--- config.mk ---
export PLATFORM = sky130hd
export DESIGN_NAME = spi_reg_slave_flat
export DESIGN_NICKNAME = d
export VERILOG_FILES = /design/src/rtl/spi_reg_slave_if.sv /design/src/rtl/spi_reg_slave.sv /design/src/flat_wrapper.sv
export SDC_FILE = /design/constraint.sdc
export NUM_CORES = 1
export LEC_CHECK = 0
export ABC_AREA = 1
export BUFFER_PORTS_ARGS = -buffer_cell sky130_fd_sc_hd__buf_2
export CAP_MARGIN = 20
export CELL_PAD_IN_SITES_DETAIL_PLACEMENT = 1
export CELL_PAD_IN_SITES_GLOBAL_PLACEMENT = 1
export CORE_MARGIN = 1.5
export CORE_UTILIZATION = 40
export CTS_CLUSTER_SIZE = 40
export DETAILED_ROUTE_END_ITERATION = 16
export PLACE_DENSITY = 0.8
export SYNTH_ARGS = -nofsm -noshare
export SYNTH_HDL_FRONTEND = slang
export SYNTH_SLANG_ARGS = --single-unit
--- constraint.sdc ---
create_clock -name clk -period 2.9 [get_ports clk]
set_input_delay 0.145 -clock clk [delete_from_list [all_inputs] [get_ports clk]]
set_output_delay 0.145 -clock clk [all_outputs]
set_load 0.05 [all_outputs]
--- src/rtl/spi_reg_slave_if.sv ---
// SPI pin bundle plus the register-bank side outputs of spi_reg_slave.
// The master modport is the view of the SPI master and of logic reading the bank.
interface spi_reg_slave_if #(
  parameter int ADDR_W = 2
);
  logic                        sclk;
  logic                        mosi;
  logic                        cs_n;
  logic                        miso;
  logic [8*(2**ADDR_W)-1:0]    regs;
  logic                        wr_strobe;
  logic [ADDR_W-1:0]           wr_addr;
  logic                        busy;

  modport master (
    output sclk, mosi, cs_n,
    input  miso, regs, wr_strobe, wr_addr, busy
  );

  modport slave (
    input  sclk, mosi, cs_n,
    output miso, regs, wr_strobe, wr_addr, busy
  );
endinterface

--- src/rtl/spi_reg_slave.sv ---
// SPI mode-0 register-bank responder, oversampling the SPI pins on clk.
// Frame: command byte (bit7 = write, low bits = address), then one data byte.
module spi_reg_slave #(
  parameter int ADDR_W = 2
) (
  input  logic             clk,
  input  logic             rst,
  spi_reg_slave_if.slave   spi
);

  localparam int NREG = 2**ADDR_W;

  typedef enum logic [1:0] {IDLE, CMD, DATA, DONE} state_t;

  logic              r_sclk_s1, r_sclk_s2, r_sclk_d;
  logic              r_mosi_s1, r_mosi_s2;
  logic              r_cs_s1, r_cs_s2;
  logic              r_rise, r_fall;

  state_t            r_state;
  logic [2:0]        r_cnt;
  logic [6:0]        r_shift;
  logic [6:0]        r_sout;
  logic              r_cmd_full;
  logic              r_rw;
  logic [ADDR_W-1:0] r_addr;
  logic [8*NREG-1:0] r_regs;
  logic              r_miso;
  logic              r_wr_strobe;
  logic [ADDR_W-1:0] r_wr_addr;
  logic              r_busy;

  logic [7:0]        w_shift_nx;

  assign w_shift_nx = {r_shift, r_mosi_s2};

  // Pin synchronizers; edge pulses are registered, so pin-to-pulse is 3 clk.
  always_ff @(posedge clk or posedge rst) begin
    if (rst) begin
      r_sclk_s1 <= 1'b0;
      r_sclk_s2 <= 1'b0;
      r_sclk_d  <= 1'b0;
      r_mosi_s1 <= 1'b0;
      r_mosi_s2 <= 1'b0;
      r_cs_s1   <= 1'b1;
      r_cs_s2   <= 1'b1;
      r_rise    <= 1'b0;
      r_fall    <= 1'b0;
    end else begin
      r_sclk_s1 <= spi.sclk;
      r_sclk_s2 <= r_sclk_s1;
      r_sclk_d  <= r_sclk_s2;
      r_mosi_s1 <= spi.mosi;
      r_mosi_s2 <= r_mosi_s1;
      r_cs_s1   <= spi.cs_n;
      r_cs_s2   <= r_cs_s1;
      r_rise    <= r_sclk_s2 & ~r_sclk_d;
      r_fall    <= ~r_sclk_s2 & r_sclk_d;
    end
  end

  always_ff @(posedge clk or posedge rst) begin
    if (rst) begin
      r_state     <= IDLE;
      r_cnt       <= 3'd0;
      r_shift     <= 7'd0;
      r_sout      <= 7'd0;
      r_cmd_full  <= 1'b0;
      r_rw        <= 1'b0;
      r_addr      <= '0;
      r_regs      <= '0;
      r_miso      <= 1'b0;
      r_wr_strobe <= 1'b0;
      r_wr_addr   <= '0;
      r_busy      <= 1'b0;
    end else begin
      r_wr_strobe <= 1'b0;
      // Deselect has priority over everything, including a same-cycle final rise.
      if (r_cs_s2) begin
        r_state    <= IDLE;
        r_cnt      <= 3'd0;
        r_cmd_full <= 1'b0;
        r_miso     <= 1'b0;
        r_busy     <= 1'b0;
      end else begin
        case (r_state)
          IDLE: begin
            r_state    <= CMD;
            r_cnt      <= 3'd0;
            r_cmd_full <= 1'b0;
            r_busy     <= 1'b1;
          end
          CMD: begin
            if (r_rise) begin
              r_shift <= w_shift_nx[6:0];
              r_cnt   <= r_cnt + 3'd1;
              if (r_cnt == 3'd7) begin
                r_rw       <= w_shift_nx[7];
                r_addr     <= w_shift_nx[ADDR_W-1:0];
                r_cmd_full <= 1'b1;
              end
            end else if (r_fall && r_cmd_full) begin
              r_state    <= DATA;
              r_cmd_full <= 1'b0;
              if (!r_rw) begin
                r_sout <= r_regs[{r_addr, 3'b000} +: 7];
                r_miso <= r_regs[{r_addr, 3'b111}];
              end
            end
          end
          DATA: begin
            if (r_rise) begin
              r_shift <= w_shift_nx[6:0];
              r_cnt   <= r_cnt + 3'd1;
              if (r_cnt == 3'd7) begin
                if (r_rw) begin
                  r_regs[{r_addr, 3'b000} +: 8] <= w_shift_nx;
                  r_wr_strobe <= 1'b1;
                  r_wr_addr   <= r_addr;
                end
                r_miso  <= 1'b0;
                r_state <= DONE;
              end
            end else if (r_fall && !r_rw) begin
              r_miso <= r_sout[6];
              r_sout <= {r_sout[5:0], 1'b0};
            end
          end
          DONE: begin
            r_miso <= 1'b0;
          end
          default: r_state <= IDLE;
        endcase
      end
    end
  end

  assign spi.miso      = r_miso;
  assign spi.regs      = r_regs;
  assign spi.wr_strobe = r_wr_strobe;
  assign spi.wr_addr   = r_wr_addr;
  assign spi.busy      = r_busy;

endmodule

--- src/flat_wrapper.sv ---
// flat-port wrapper written by rule: the top's interface ports become plain ports
module spi_reg_slave_flat 
#(
  parameter int ADDR_W = 2
)
  (clk, rst, spi_sclk, spi_mosi, spi_cs_n, spi_miso, spi_regs, spi_wr_strobe, spi_wr_addr, spi_busy);
  spi_reg_slave_if #(.ADDR_W(ADDR_W)) spi_i ();
  input  logic clk;
  input  logic rst;
  input wire logic [$bits(spi_i.sclk)-1:0] spi_sclk;
  input wire logic [$bits(spi_i.mosi)-1:0] spi_mosi;
  input wire logic [$bits(spi_i.cs_n)-1:0] spi_cs_n;
  output wire logic [$bits(spi_i.miso)-1:0] spi_miso;
  output wire logic [$bits(spi_i.regs)-1:0] spi_regs;
  output wire logic [$bits(spi_i.wr_strobe)-1:0] spi_wr_strobe;
  output wire logic [$bits(spi_i.wr_addr)-1:0] spi_wr_addr;
  output wire logic [$bits(spi_i.busy)-1:0] spi_busy;
  assign spi_i.sclk = spi_sclk;
  assign spi_i.mosi = spi_mosi;
  assign spi_i.cs_n = spi_cs_n;
  assign spi_miso = spi_i.miso;
  assign spi_regs = spi_i.regs;
  assign spi_wr_strobe = spi_i.wr_strobe;
  assign spi_wr_addr = spi_i.wr_addr;
  assign spi_busy = spi_i.busy;
  spi_reg_slave #(.ADDR_W(ADDR_W)) u_core (.clk(clk), .rst(rst), .spi(spi_i));
endmodule
Word level (Yosys, flattened, before mapping)
Index checks and enable logic that the tools add are counted.
{"block": "word_totals", "out_inout_bits": 37, "latchBits": 0, "register_bits": 69, "word_cells": 108, "mem_bits_rw": 0, "romBits": 0, "n_memories": 0}
{"block": "op_classes", "div_mod_pow": 0, "n_addsub": 2, "n_reduce_logical": 19, "n_bitwise": 5, "n_mux": 38, "shifts": 3, "n_lt_le_gt_ge": 1, "n_mul": 0, "eq_ne": 19}
{"op": "$mux 7", "count": 5}
{"op": "$bwmux 32", "count": 1}
{"op": "$shift 8x7->32 const A", "count": 1}
{"op": "$shiftx 32x6->7", "count": 1}
{"op": "$shiftx 8x7->32", "count": 1}
{"op": "$mux 1", "count": 19}
{"op": "$pmux 7 s2", "count": 1}
{"op": "$ne 3x1->1 const B", "count": 4}
{"op": "$mux 2", "count": 5}
{"op": "$reduce_and 5->1", "count": 2}
{"op": "$ne 4x1->1 const B", "count": 2}
{"op": "$ne 4x3->1 const B", "count": 2}
{"op": "$reduce_bool 4->1", "count": 2}
{"op": "$neg 5->7", "count": 1}
{"op": "$reduce_and 7->1", "count": 1}
{"op": "$lt 5x6->1 const B", "count": 1}
{"op": "$mux 3", "count": 2}
{"op": "$ne 2x2->1 const B", "count": 3}
{"op": "$ne 3x2->1 const B", "count": 2}
{"op": "$pmux 2 s3", "count": 1}
{"op": "$pmux 3 s2", "count": 1}
{"op": "$reduce_and 3->1", "count": 2}
{"op": "$reduce_and 6->1", "count": 1}
{"op": "$reduce_bool 3->1", "count": 2}
{"op": "other kinds (17)", "count": 24}

Longest topological paths before layout
{"block": "depth", "depth_word": 7, "ltp_mapped": 10}

Worst setup path before layout
OpenSTA, ideal clock, no wires.
{"block": "synth_timing", "path_type": "register to register", "from": "register u_core.r_addr[0]", "to": "register u_core.r_regs[17], in the netlist u_core.spi.regs[17]", "path_slack_ns": 1.052, "setup_ns": 0.068, "stages_incl_launch_ff": 10, "n_path_buf": 3, "arrival_ns": 1.781, "t_required_ns": 2.832, "period_less_slack_ns": 1.848, "cell_sequence": "dfrtp_1 > buf_2 > inv_2 > buf_4 > ha_1 > buf_4 > clkinv_1 > nor2_2 > nand3_1 > nand2_1"}
{"block": "synth_between", "elab_chain_cells": 3}
{"item": "start: declaration", "line_no": "spi_reg_slave.sv:26", "source": "logic [ADDR_W-1:0] r_addr;"}
{"item": "start signal: assignment", "line_no": "spi_reg_slave.sv:99", "source": "r_addr <= w_shift_nx[ADDR_W-1:0];"}
{"item": "$neg 5->7 *", "line_no": "spi_reg_slave.sv:117", "source": "r_regs[{r_addr, 3'b000} +: 8] <= w_shift_nx;"}
{"item": "$shiftx 8x7->32 / $shift 8x7->32 (equally long branches)", "line_no": "spi_reg_slave.sv:117"}
{"item": "$bwmux 32 *", "line_no": "spi_reg_slave.sv:117"}
{"item": "end signal: indexed assignment", "line_no": "spi_reg_slave.sv:117"}
{"item": "end: declaration", "line_no": "spi_reg_slave.sv:27", "source": "logic [8*NREG-1:0] r_regs;"}
Every way passes the cells marked *; elsewhere a longest branch is shown, timed or not.
A chain may end at the register's enable or synchronous reset.

Worst setup path in the final report
{"block": "layout_timing", "from": "register u_core.r_addr[1]", "to": "register u_core.r_regs[22], in the netlist u_core.spi.regs[22]"}
Same word-level chain as after synthesis.

==> impl_metrics.env <==
export IMPL_grt_first_pass_wirelength_um=16400
export IMPL_power_report_internal_total_uw=1630
export IMPL_status="finished clean"
export IMPL_clock_tree_from_tritoncts="yes"
export IMPL_port_buffer_count=41
export IMPL_width_of_the_die_um=97.0
export IMPL_start_kind="flip-flop"
export IMPL_clock_power_share=0.374
export IMPL_wl_per_cell_um=16.0
export IMPL_multi_input_area_um2=1570
export IMPL_number_of_global_route_vias_before_repair=3230
export IMPL_fp_coreArea_um2=8640
export IMPL_setup_reg_to_reg_worst_slack_ps=500
export IMPL_clock_slew_seen_by_the_registers_of_the_worst_setup_and_hold_paths_ps=80
export IMPL_layout_commonest_cell="sky130_fd_sc_hd__nand2_1"
export IMPL_final_antenna_net_count=0
export IMPL_grt_setup_unrepaired="false"
export IMPL_worst_setup_path_end_kind="flip-flop"
export IMPL_peakVddDrop_mv=0.253
export IMPL_drive_above_1_share=0.161
export IMPL_total_power_uw=2390
export IMPL_postSynth_asyncResetShare=1.00
export IMPL_finalCritPeriodShare=0.827
export IMPL_ys_warnings_count=0
export IMPL_seq_area_um2=1730
export IMPL_setup_viol=0
export IMPL_relSlewSlack=0.416
export IMPL_nNetsFinal=492
export IMPL_antenna_cells=0
export IMPL_synth_cell_types=27
export IMPL_mappedNetlistNets=450
export IMPL_skew_ps=16.6
export IMPL_maximum_net_fanout_on_the_critical_path=13
export IMPL_hold_violations=0
export IMPL_p_seq_frac=0.454
export IMPL_synthFlopType="sky130_fd_sc_hd__dfrtp_1"
export IMPL_layout_area_overhead_vs_synth_pct=14.7
export IMPL_initialDrtViolationCount=122
export IMPL_io_pin_count=42
export IMPL_drc=0
export IMPL_grt_ovfl_total=0
export IMPL_power_density_nw_per_um2=589
export IMPL_cts_htree_levels=3
export IMPL_full_die_area_um2=9400
export IMPL_fin_tns_setup_ps=0
export IMPL_gr_usage_all_layers=0.218
export IMPL_cp_arrival_ps=2680
export IMPL_via_count=3052
export IMPL_drt_pass1_iterations=4
export IMPL_route_detailed_vias_per_inst=5.21
export IMPL_globalplace_congestion=0.846
export IMPL_dp_hpwl_um=6760
export IMPL_fmaxAchievable_ghz=0.417
export IMPL_switching_share=0.317
export IMPL_synth_avg_cell_area_um2=8.19
export IMPL_max_cap_violations=0
export IMPL_cts_sinks=69
export IMPL_synth_edff_count=0
export IMPL_antenna_found_initial=0
export IMPL_floorplan_rows=34
export IMPL_final_min_clock_period_ps=2400
export IMPL_grt_max_degree=70
export IMPL_initial_core_util=0.409
export IMPL_net_switching_power_uw=755
export IMPL_fill_cells=1098
export IMPL_clk_root_buffer_cell="sky130_fd_sc_hd__clkbuf_8"
export IMPL_mostFrequentLayoutCells="sky130_fd_sc_hd__nand2_1, sky130_fd_sc_hd__dfrtp_1, sky130_fd_sc_hd__o21ai_0"
export IMPL_clock_insertion_delay_worst_skew_ps=350
export IMPL_max_clock_path_buffers=2
export IMPL_hold_path_class="primary input to asynchronous set/reset pin"
export IMPL_cts_buffers=9
export IMPL_worst_slew_pin_transition_ps=876
export IMPL_synth_yosys_seq_area_share=0.490
export IMPL_count_of_pins_over_their_slew_limit=0
export IMPL_leakage_power_of_the_design_uw=0.00223
export IMPL_die_y_um=97.0
export IMPL_data_required_critical_path_ps=3180
export IMPL_register_bit_total_from_synthesis=69
export IMPL_utilization=0.469
export IMPL_worst_setup_path_type="flip-flop to flip-flop"
export IMPL_post_synth_inst_count=431
export IMPL_comb_power_share=0.172
export IMPL_netlist_area_um2=3530
export IMPL_totalWireLength_um=9400
==> through the flow <==
step	setup slack, ps	hold slack (ps)	area (um^2)	cells
floorplan	1020	149	3530	431
global placement	608	250	3800	567
detailed placement	548	252	3800	567
CTS	525	85.7	4050	586
global route	323	118	4050	586
finish	501	41.5	4050	586
==> layer usage <==
layer,track usage,up-vias,wire length [um]
met4,0.0780,0,242
met3,0.0462,18,304
met2,0.367,61,4750
met1,0.277,1488,4100
li1,-,1485,-
met5,0,-,0
==> layout make-up <==
| class | instances | area share |
|---|---|---|
| Sequential cell | 69 | 0.427 |
| Multi-Input combinational cell | 310 | 0.388 |
| Timing Repair Buffer | 47 | 0.0637 |
| Inverter | 36 | 0.0334 |
| Tap cell | 108 | 0.0334 |
| Clock buffer | 9 | 0.0306 |
| Clock inverter | 7 | 0.0238 |
==> synth_stat cells (all sizes together), types with 2 or more instances <==
cell type | n | area share
inv | 34 | 0.036
dfstp | 2 | 0.015
nand4 | 17 | 0.030
clkbuf | 4 | 0.0043
dfrtp | 67 | 0.47
clkinv | 2 | 0.0021
nor2 | 33 | 0.057
nand2 | 144 | 0.16
nor3 | 2 | 0.0060
a21oi | 3 | 0.0043
o21ai | 50 | 0.071
ha | 14 | 0.050
buf | 12 | 0.023
nand3 | 44 | 0.062
==> worst paths after layout <==
check	startpoint	endpoint	cells after the start
min in group clk	u_core.r_cs_s1	u_core.r_cs_s2	0
max in group asynchronous	rst	u_core.r_rise	3
worst min-delay path	rst	u_core.spi.regs[6]	3
worst max-delay path	u_core.r_addr[1]	u_core.spi.regs[22]	7
worst max register to register	u_core.r_addr[1]	u_core.spi.regs[22]	7
worst min register to register	u_core.r_cs_s1	u_core.r_cs_s2	0
==> critical path, cell delays in order, from the launching register on <==
cell and delay [ps]:
sky130_fd_sc_hd__dfrtp_1 580, sky130_fd_sc_hd__clkinv_1 120, sky130_fd_sc_hd__buf_4 190, sky130_fd_sc_hd__ha_1 500, sky130_fd_sc_hd__clkinv_1 360, sky130_fd_sc_hd__nor2_2 380, sky130_fd_sc_hd__nand3_1 130, sky130_fd_sc_hd__nand2_1 80
==> state kept, by name, indices dropped and copies added, names as in the netlist, 2 cells and up <==
name,flops
u_core.r_addr,2
u_core.spi.wr_addr,2
u_core.r_sout,7
u_core.r_cnt,3
u_core.spi.regs,32
u_core.r_state,2
u_core.r_shift,7
==> cell families (layout without fill, tap and decap cells) <==
kind of cell,after synthesis,count (layout),share of synthesized area
compound gates,55,55,0.0790
fa+ha+maj,14,14,0.0496
buf+inv,52,99,0.0652
flops,69,69,0.490
simple gates,241,241,0.316
==> timing repair <==
action                                 in CTS  in global routing
hold buffers                                3                  0
buffers inserted                            0                  0
resized for setup                           0                  0
endpoints found under the hold margin       3                  0
==> power groups by stage <==
stage	clock network [uW]	registers (uW)	logic, uW
4_1_cts	914	1080	421
6_report	892	1080	411
5_1_grt	952	1090	482
3_3_place_gp	0	1100	396
3_5_place_dp	0	1100	415
2_1_floorplan	0	1110	288
Power figures use the tool's default switching activity.
